## src/rtl/xrv1_fetch_pcgen_if.sv

```systemverilog
// Fetch front-end bundle: branch redirect, imem req/gnt/rvalid channel and decode handshake.
// master = fetch unit (drives imem request and decode entry), slave = environment.
interface xrv1_fetch_pcgen_if;
    logic        exec_b_pc_vld;
    logic [31:0] exec_b_pc;
    logic        imem_req;
    logic [31:0] imem_addr;
    logic        imem_gnt;
    logic        imem_rvalid;
    logic [31:0] imem_rdata;
    logic        if_vld;
    logic        if_rdy;
    logic [31:0] if_pc;
    logic [31:0] if_instr;

    modport master (
        input  exec_b_pc_vld, exec_b_pc, imem_gnt, imem_rvalid, imem_rdata, if_rdy,
        output imem_req, imem_addr, if_vld, if_pc, if_instr
    );

    modport slave (
        output exec_b_pc_vld, exec_b_pc, imem_gnt, imem_rvalid, imem_rdata, if_rdy,
        input  imem_req, imem_addr, if_vld, if_pc, if_instr
    );
endinterface

```

## src/rtl/xrv1_fetch_pcgen.sv

```systemverilog
// PC generator and instruction fetch queue.
// Sequential word fetches over req/gnt with in-order rvalid; in-flight requests carry a 1-bit
// epoch so responses issued before a redirect are dropped. {pc, instr} pairs are buffered
// toward decode. Define XRV1_FETCH_PERF_EN to add saturating redirect/drop counters.
module xrv1_fetch_pcgen #(
    parameter logic [31:0] RESET_PC_P        = 32'h0000_0000,
    parameter int unsigned FIFO_DEPTH_P      = 2,
    parameter int unsigned MAX_OUTSTANDING_P = 2
) (
    input logic                clk_i,
    input logic                rst_ni,
    xrv1_fetch_pcgen_if.master bus
`ifdef XRV1_FETCH_PERF_EN
    ,
    output logic [31:0]        perf_redirect_cnt_o,
    output logic [31:0]        perf_drop_cnt_o
`endif
);
    localparam int unsigned PendAw = (MAX_OUTSTANDING_P > 1) ? $clog2(MAX_OUTSTANDING_P) : 1;
    localparam int unsigned PendCw = $clog2(MAX_OUTSTANDING_P) + 1;
    localparam int unsigned FifoAw = $clog2(FIFO_DEPTH_P);
    localparam int unsigned FifoCw = FifoAw + 1;
    localparam logic [PendCw-1:0] MaxOut = PendCw'(MAX_OUTSTANDING_P);

    logic [31:0]       pc_q;
    logic              epoch_q;
    logic [31:0]       pend_pc_q [MAX_OUTSTANDING_P];
    logic              pend_ep_q [MAX_OUTSTANDING_P];
    logic [PendAw-1:0] pend_rd_q, pend_wr_q;
    logic [PendCw-1:0] outst_cnt_q;
    logic [31:0]       fifo_pc_q    [FIFO_DEPTH_P];
    logic [31:0]       fifo_instr_q [FIFO_DEPTH_P];
    logic [FifoAw-1:0] fifo_rd_q, fifo_wr_q;
    logic [FifoCw-1:0] fifo_cnt_q;

    logic        redirect, req, grant, resp, keep, drop, if_vld, pop;
    logic [31:0] redirect_pc;
    logic        unused_pc_lsb;

    function automatic logic [PendAw-1:0] pend_inc(input logic [PendAw-1:0] p);
        if (MAX_OUTSTANDING_P > 1) return p + 1'b1;
        return '0;
    endfunction

    assign redirect      = bus.exec_b_pc_vld;
    assign redirect_pc   = {bus.exec_b_pc[31:2], 2'b00};
    assign unused_pc_lsb = ^bus.exec_b_pc[1:0];

    // Issue gating: stale in-flight requests still hold a FIFO credit, so no overflow is possible.
    always_comb begin
        req = rst_ni && !redirect && (outst_cnt_q < MaxOut) &&
              ((32'(outst_cnt_q) + 32'(fifo_cnt_q)) < FIFO_DEPTH_P);
        grant  = req && bus.imem_gnt;
        // A response with nothing pending is a protocol error and is ignored.
        resp   = bus.imem_rvalid && (outst_cnt_q != '0);
        keep   = resp && (pend_ep_q[pend_rd_q] == epoch_q) && !redirect;
        drop   = resp && !keep;
        if_vld = (fifo_cnt_q != '0) && !redirect;
        pop    = if_vld && bus.if_rdy;
    end

    assign bus.imem_req  = req;
    assign bus.imem_addr = pc_q;
    assign bus.if_vld    = if_vld;
    assign bus.if_pc     = fifo_pc_q[fifo_rd_q];
    assign bus.if_instr  = fifo_instr_q[fifo_rd_q];

    // Fetch PC and epoch: redirect wins, otherwise advance one word per grant.
    always_ff @(posedge clk_i or negedge rst_ni) begin
        if (!rst_ni) begin
            pc_q    <= RESET_PC_P;
            epoch_q <= 1'b0;
        end else if (redirect) begin
            pc_q    <= redirect_pc;
            epoch_q <= ~epoch_q;
        end else if (grant) begin
            pc_q <= pc_q + 32'd4;
        end
    end

    // Pending queue of granted requests awaiting rvalid, in grant order.
    always_ff @(posedge clk_i or negedge rst_ni) begin
        if (!rst_ni) begin
            for (int i = 0; i < int'(MAX_OUTSTANDING_P); i++) begin
                pend_pc_q[i] <= '0;
                pend_ep_q[i] <= 1'b0;
            end
            pend_rd_q   <= '0;
            pend_wr_q   <= '0;
            outst_cnt_q <= '0;
        end else begin
            if (grant) begin
                pend_pc_q[pend_wr_q] <= pc_q;
                pend_ep_q[pend_wr_q] <= epoch_q;
                pend_wr_q            <= pend_inc(pend_wr_q);
            end
            if (resp) pend_rd_q <= pend_inc(pend_rd_q);
            if (grant && !resp) outst_cnt_q <= outst_cnt_q + 1'b1;
            else if (!grant && resp) outst_cnt_q <= outst_cnt_q - 1'b1;
            // Re-tag every in-flight entry with the outgoing epoch (never the new one), so a
            // second redirect toggling the epoch back cannot make an old entry match again.
            // Grant is masked on a redirect, so this never collides with a push.
            if (redirect) begin
                for (int i = 0; i < int'(MAX_OUTSTANDING_P); i++) pend_ep_q[i] <= epoch_q;
            end
        end
    end

    // Output FIFO toward decode; flushed on redirect.
    always_ff @(posedge clk_i or negedge rst_ni) begin
        if (!rst_ni) begin
            for (int i = 0; i < int'(FIFO_DEPTH_P); i++) begin
                fifo_pc_q[i]    <= '0;
                fifo_instr_q[i] <= '0;
            end
            fifo_rd_q  <= '0;
            fifo_wr_q  <= '0;
            fifo_cnt_q <= '0;
        end else if (redirect) begin
            fifo_rd_q  <= '0;
            fifo_wr_q  <= '0;
            fifo_cnt_q <= '0;
        end else begin
            if (keep) begin
                fifo_pc_q[fifo_wr_q]    <= pend_pc_q[pend_rd_q];
                fifo_instr_q[fifo_wr_q] <= bus.imem_rdata;
                fifo_wr_q               <= fifo_wr_q + 1'b1;
            end
            if (pop) fifo_rd_q <= fifo_rd_q + 1'b1;
            if (keep && !pop) fifo_cnt_q <= fifo_cnt_q + 1'b1;
            else if (!keep && pop) fifo_cnt_q <= fifo_cnt_q - 1'b1;
        end
    end

`ifdef XRV1_FETCH_PERF_EN
    // Saturating counts of redirects and dropped responses.
    always_ff @(posedge clk_i or negedge rst_ni) begin
        if (!rst_ni) begin
            perf_redirect_cnt_o <= '0;
            perf_drop_cnt_o     <= '0;
        end else begin
            if (redirect && (perf_redirect_cnt_o != '1)) begin
                perf_redirect_cnt_o <= perf_redirect_cnt_o + 32'd1;
            end
            if (drop && (perf_drop_cnt_o != '1)) perf_drop_cnt_o <= perf_drop_cnt_o + 32'd1;
        end
    end
`else
    logic unused_drop;
    assign unused_drop = drop;
`endif

    // Memory must never answer more requests than were granted.
    a_rvalid_has_pending: assert property (@(posedge clk_i) disable iff (!rst_ni)
        bus.imem_rvalid |-> (outst_cnt_q != '0));

endmodule

```

## src/flat_wrapper.sv

```systemverilog
// flat-port wrapper written by rule: the top's interface ports become plain ports
module xrv1_fetch_pcgen_flat 
#(
    parameter logic [31:0] RESET_PC_P        = 32'h0000_0000,
    parameter int unsigned FIFO_DEPTH_P      = 2,
    parameter int unsigned MAX_OUTSTANDING_P = 2
)
  (clk_i, rst_ni, bus_exec_b_pc_vld, bus_exec_b_pc, bus_imem_gnt, bus_imem_rvalid, bus_imem_rdata, bus_if_rdy, bus_imem_req, bus_imem_addr, bus_if_vld, bus_if_pc, bus_if_instr);
  xrv1_fetch_pcgen_if bus_i ();
  input logic clk_i;
  input logic rst_ni;
  input wire logic [$bits(bus_i.exec_b_pc_vld)-1:0] bus_exec_b_pc_vld;
  input wire logic [$bits(bus_i.exec_b_pc)-1:0] bus_exec_b_pc;
  input wire logic [$bits(bus_i.imem_gnt)-1:0] bus_imem_gnt;
  input wire logic [$bits(bus_i.imem_rvalid)-1:0] bus_imem_rvalid;
  input wire logic [$bits(bus_i.imem_rdata)-1:0] bus_imem_rdata;
  input wire logic [$bits(bus_i.if_rdy)-1:0] bus_if_rdy;
  output wire logic [$bits(bus_i.imem_req)-1:0] bus_imem_req;
  output wire logic [$bits(bus_i.imem_addr)-1:0] bus_imem_addr;
  output wire logic [$bits(bus_i.if_vld)-1:0] bus_if_vld;
  output wire logic [$bits(bus_i.if_pc)-1:0] bus_if_pc;
  output wire logic [$bits(bus_i.if_instr)-1:0] bus_if_instr;
  assign bus_i.exec_b_pc_vld = bus_exec_b_pc_vld;
  assign bus_i.exec_b_pc = bus_exec_b_pc;
  assign bus_i.imem_gnt = bus_imem_gnt;
  assign bus_i.imem_rvalid = bus_imem_rvalid;
  assign bus_i.imem_rdata = bus_imem_rdata;
  assign bus_i.if_rdy = bus_if_rdy;
  assign bus_imem_req = bus_i.imem_req;
  assign bus_imem_addr = bus_i.imem_addr;
  assign bus_if_vld = bus_i.if_vld;
  assign bus_if_pc = bus_i.if_pc;
  assign bus_if_instr = bus_i.if_instr;
  xrv1_fetch_pcgen #(.RESET_PC_P(RESET_PC_P), .FIFO_DEPTH_P(FIFO_DEPTH_P), .MAX_OUTSTANDING_P(MAX_OUTSTANDING_P)) u_core (.clk_i(clk_i), .rst_ni(rst_ni), .bus(bus_i));
endmodule
```

## config.mk

```make
export PLATFORM = sky130hd
export DESIGN_NAME = xrv1_fetch_pcgen_flat
export DESIGN_NICKNAME = d
export VERILOG_FILES = /design/src/rtl/xrv1_fetch_pcgen_if.sv /design/src/rtl/xrv1_fetch_pcgen.sv /design/src/flat_wrapper.sv
export SDC_FILE = /design/constraint.sdc
export NUM_CORES = 1
export LEC_CHECK = 0
export BUFFER_PORTS_ARGS = -buffer_cell sky130_fd_sc_hd__buf_2
export CAP_MARGIN = 20
export CELL_PAD_IN_SITES_DETAIL_PLACEMENT = 0
export CELL_PAD_IN_SITES_GLOBAL_PLACEMENT = 1
export CORE_UTILIZATION = 50
export DETAILED_ROUTE_END_ITERATION = 6
export PLACE_DENSITY_LB_ADDON = 0.1
export SETUP_SLACK_MARGIN = 0.15
export SLEW_MARGIN = 0
export SYNTH_ARGS = -nofsm -noshare
export SYNTH_HDL_FRONTEND = slang
export SYNTH_SLANG_ARGS = --single-unit
```

## constraint.sdc

```tcl
create_clock -name clk_i -period 4.65 [get_ports clk_i]
set_input_delay 0.465 -clock clk_i [delete_from_list [all_inputs] [get_ports clk_i]]
set_output_delay 0.465 -clock clk_i [all_outputs]
set_load 0.005 [all_outputs]
```

==> results_dict.tcl <==
set metrics [dict create \
    max-vdd-ir-drop_uv 289 \
    slowest_stage "or4b_4" \
    clk-insertion-delay-late_ps 520 \
    grt_setup_unrepaired "no" \
    diodes 0 \
    num_vias 6612 \
    cp_slowest_stage_delay_ps 560 \
    via_per_inst 5.46 \
    core_sq_um 21000 \
    maxSlewViolCount 0 \
    layout-area-overhead-vs-synth_pct 17.8 \
    synth_cell_types 50 \
    r2r_cells 7 \
    totalWireLength_microns 23200 \
    io_buffers 161 \
    cts_htree_levels 1 \
    clockBufferDepth 3 \
    synth_edf_count 0 \
    ys_seq_area_share_pct 52.8 \
    clock-sinks 225 \
    ios 168 \
    synth_ff_type "dfrtp_1" \
    routabilityCongestion 0.760 \
    fin_nets 991 \
    fmax_mhz 301 \
    wl_per_cell_microns 19.2 \
    critPathKind "reg2reg" \
    startpoint_type "register" \
    final_core_util_pct 59.9 \
    crit_chain "and2_1, fa_1, or4b_4, or2_4, nor2_4, buf_4, mux2_2" \
    tightest_slew_ps 1060 \
    cp.required_ps 5050 \
    die_area_sq_um 21900 \
    rows 53 \
    cp.arrival_ps 3720 \
    async_reset_ff_share_pct 100 \
    syn-instance-count 765 \
    start_util_pct 50.9 \
    hold_viol_final 0 \
    grt_max_degree 184 \
    outcome "complete, no violations" \
    hold_class "in2reg" \
    period_share_pct 71.5 \
    holdPathStages 3 \
    multi_input_area_sq_um 4660 \
    syn_area_per_cell_sq_um 13.9 \
    layout-drive-gt1-share_pct 53.5 \
    p_leak_nw 6.12 \
    setup-violations-final 0 \
    ys_ff_latch 225 \
    die_h_microns 148 \
    cts_tree "yes" \
    dp_hpwl_microns 15000 \
    grt_pass1_vias 7106 \
    grt_usage_pct 21.6 \
    gr-total-overflow 0 \
    ant_nets 0 \
    worstSetupEndpointType "register" \
    power_density_nw_per_um2 631 \
    clockRootBuffer "clkbuf_16" \
    first_pass_iters 4 \
    cts_made_buffers 26 \
    clk_pin_slew_ps 60 \
    drc_errors 0 \
    min_period_ps 3320 \
    yosys_warnings 0 \
    fin_setup_tns_ps 0 \
    die_w_microns 148 \
    grt_pass1_wl_microns 37500 \
    skew_ps 10.9 \
    cp_max_fo 22 \
    regArea_sq_um 5630 \
    antenna_found_initial 0 \
    synthesis.area_sq_um 10700 \
    cap_violations 0 \
    relSlewSlack_pct 29.4 \
    drt_iter0_drc 238 \
    fillers 1730 \
]
==> path summary, 6_finish.rpt <==
kind / from / endpoint / slack (ps)
setup / recovery: u_core.outst_cnt_q[0] / u_core.pend_pc_q[35] / 1330
max in group asynchronous: rst_ni / u_core.bus.imem_addr[16] / 2950
hold reg to reg: u_core.pend_pc_q[29] / u_core.pend_pc_q[29] / 500
setup reg to reg: u_core.outst_cnt_q[0] / u_core.pend_pc_q[35] / 1330
min in group asynchronous: rst_ni / u_core.fifo_instr_q[54] / 420
hold / removal: bus_exec_b_pc[7] / u_core.bus.imem_addr[7] / 170
==> logic make-up after synthesis <==
family | share of synthesized area (%)
flip-flops | 52.8
AO/OA/AOI/OAI | 3.91
other | 0.0352
multiplexers | 31.7
adder cells (fa/ha/maj) | 0.423
buffers and inverters | 3.67
AND/OR/NAND/NOR | 6.07
XOR/XNOR | 1.39
==> worst max-delay path, delay by kind of cell (launching register included) <==
kind	cells	cell delay [ps]
mux	1	360
simple gates	4	1610
flops	1	420
buf+inv	1	360
fa+ha+maj	1	430
==> cells in the final DEF, fill, tap and decap left out, types with 5 or more instances in the layout <==
master	instances
dfrtp_1	224
mux2_2	217
buf_2	160
mux2_4	60
nand2_1	32
clkbuf_16	27
o21ai_0	23
nor2_1	22
nand3_1	17
nand4_1	13
nor2b_1	9
xor2_1	8
a221o_1	8
buf_4	8
nor4_1	7
xnor2_1	7
clkbuf_8	7
o211ai_1	6
bufinv_16	6
a22oi_1	5
or3_1	5
a21oi_1	5
o311ai_0	5
==> report_power, final <==
group,switching (W),internal (W)
registers,0.000488,0.00273
clock network,0.000777,0.00150
logic,0.000903,0.00153
total,0.00217,0.00576
==> metrics by stage <==
step / cell area [sq um] / std cells / setup WS [ps] / hold WS (ps) / total power [W]
finish: 12600 / 1212 / 1330 / 168 / 0.00793
detailed placement: 11500 / 1163 / 1280 / 373 / 0.00570
floorplan: 10700 / 768 / 2050 / 169 / 0.00495
global route: 12600 / 1212 / 1170 / 172 / 0.00838
global placement: 11500 / 1163 / 1320 / 367 / 0.00556
CTS: 12500 / 1211 / 1260 / 155 / 0.00801
==> metal layers <==
metal	track usage [%]	share of wire, %
met1	28.3	45
met2	37.2	49
met3	3.15	3.7
met4	6.65	2.2
met5	0	0
==> sequential cells by signal, indices dropped and copies added, names as in the netlist, 2 cells and up <==
name	flops
u_core.fifo_instr_q	64
u_core.fifo_cnt_q	2
u_core.outst_cnt_q	2
u_core.pend_pc_q	60
u_core.fifo_pc_q	60
u_core.bus.imem_addr	30
u_core.pend_ep_q	2
==> cells in the mapped netlist, types with 2 or more instances <==
| cell | number | share of area, % |
|---|---|---|
| a21o_1 | 3 | 0.21 |
| a21oi_1 | 5 | 0.23 |
| a221o_1 | 8 | 0.75 |
| a22oi_1 | 5 | 0.35 |
| and2_1 | 3 | 0.18 |
| and3_1 | 2 | 0.12 |
| buf_1 | 4 | 0.14 |
| buf_12 | 6 | 1.1 |
| buf_2 | 9 | 0.42 |
| buf_4 | 5 | 0.35 |
| buf_6 | 8 | 0.85 |
| clkbuf_1 | 18 | 0.63 |
| dfrtp_1 | 225 | 53 |
| ha_1 | 2 | 0.23 |
| inv_1 | 3 | 0.11 |
| mux2_2 | 217 | 23 |
| mux2_4 | 60 | 8.5 |
| nand2_1 | 32 | 1.1 |
| nand2b_1 | 3 | 0.18 |
| nand3_1 | 17 | 0.80 |
| nand4_1 | 13 | 0.76 |
| nor2_1 | 23 | 0.81 |
| nor2b_1 | 9 | 0.53 |
| nor3_1 | 3 | 0.14 |
| nor3b_1 | 2 | 0.14 |
| nor4_1 | 7 | 0.41 |
| o211ai_1 | 6 | 0.42 |
| o21ai_0 | 23 | 1.1 |
| o311ai_0 | 5 | 0.41 |
| or3_1 | 6 | 0.35 |
| xnor2_1 | 7 | 0.58 |
| xor2_1 | 8 | 0.66 |
==> cell type report <==
cell class	instances	area share, %
Timing Repair Buffer	172	7.37
Sequential cell	225	44.8
Clock buffer	38	6.27
Multi-Input combinational cell	489	37.1
Inverter	4	0.130
Tap cell	275	2.74
Clock inverter	9	1.55
==> repair_timing <==
item,4_1_cts,5_1_grt
hold buffers,1,0
setup buffers,0,0
endpoints found under the hold margin,42,0
gates resized for setup,0,0
(Power assumes the default switching activity.)
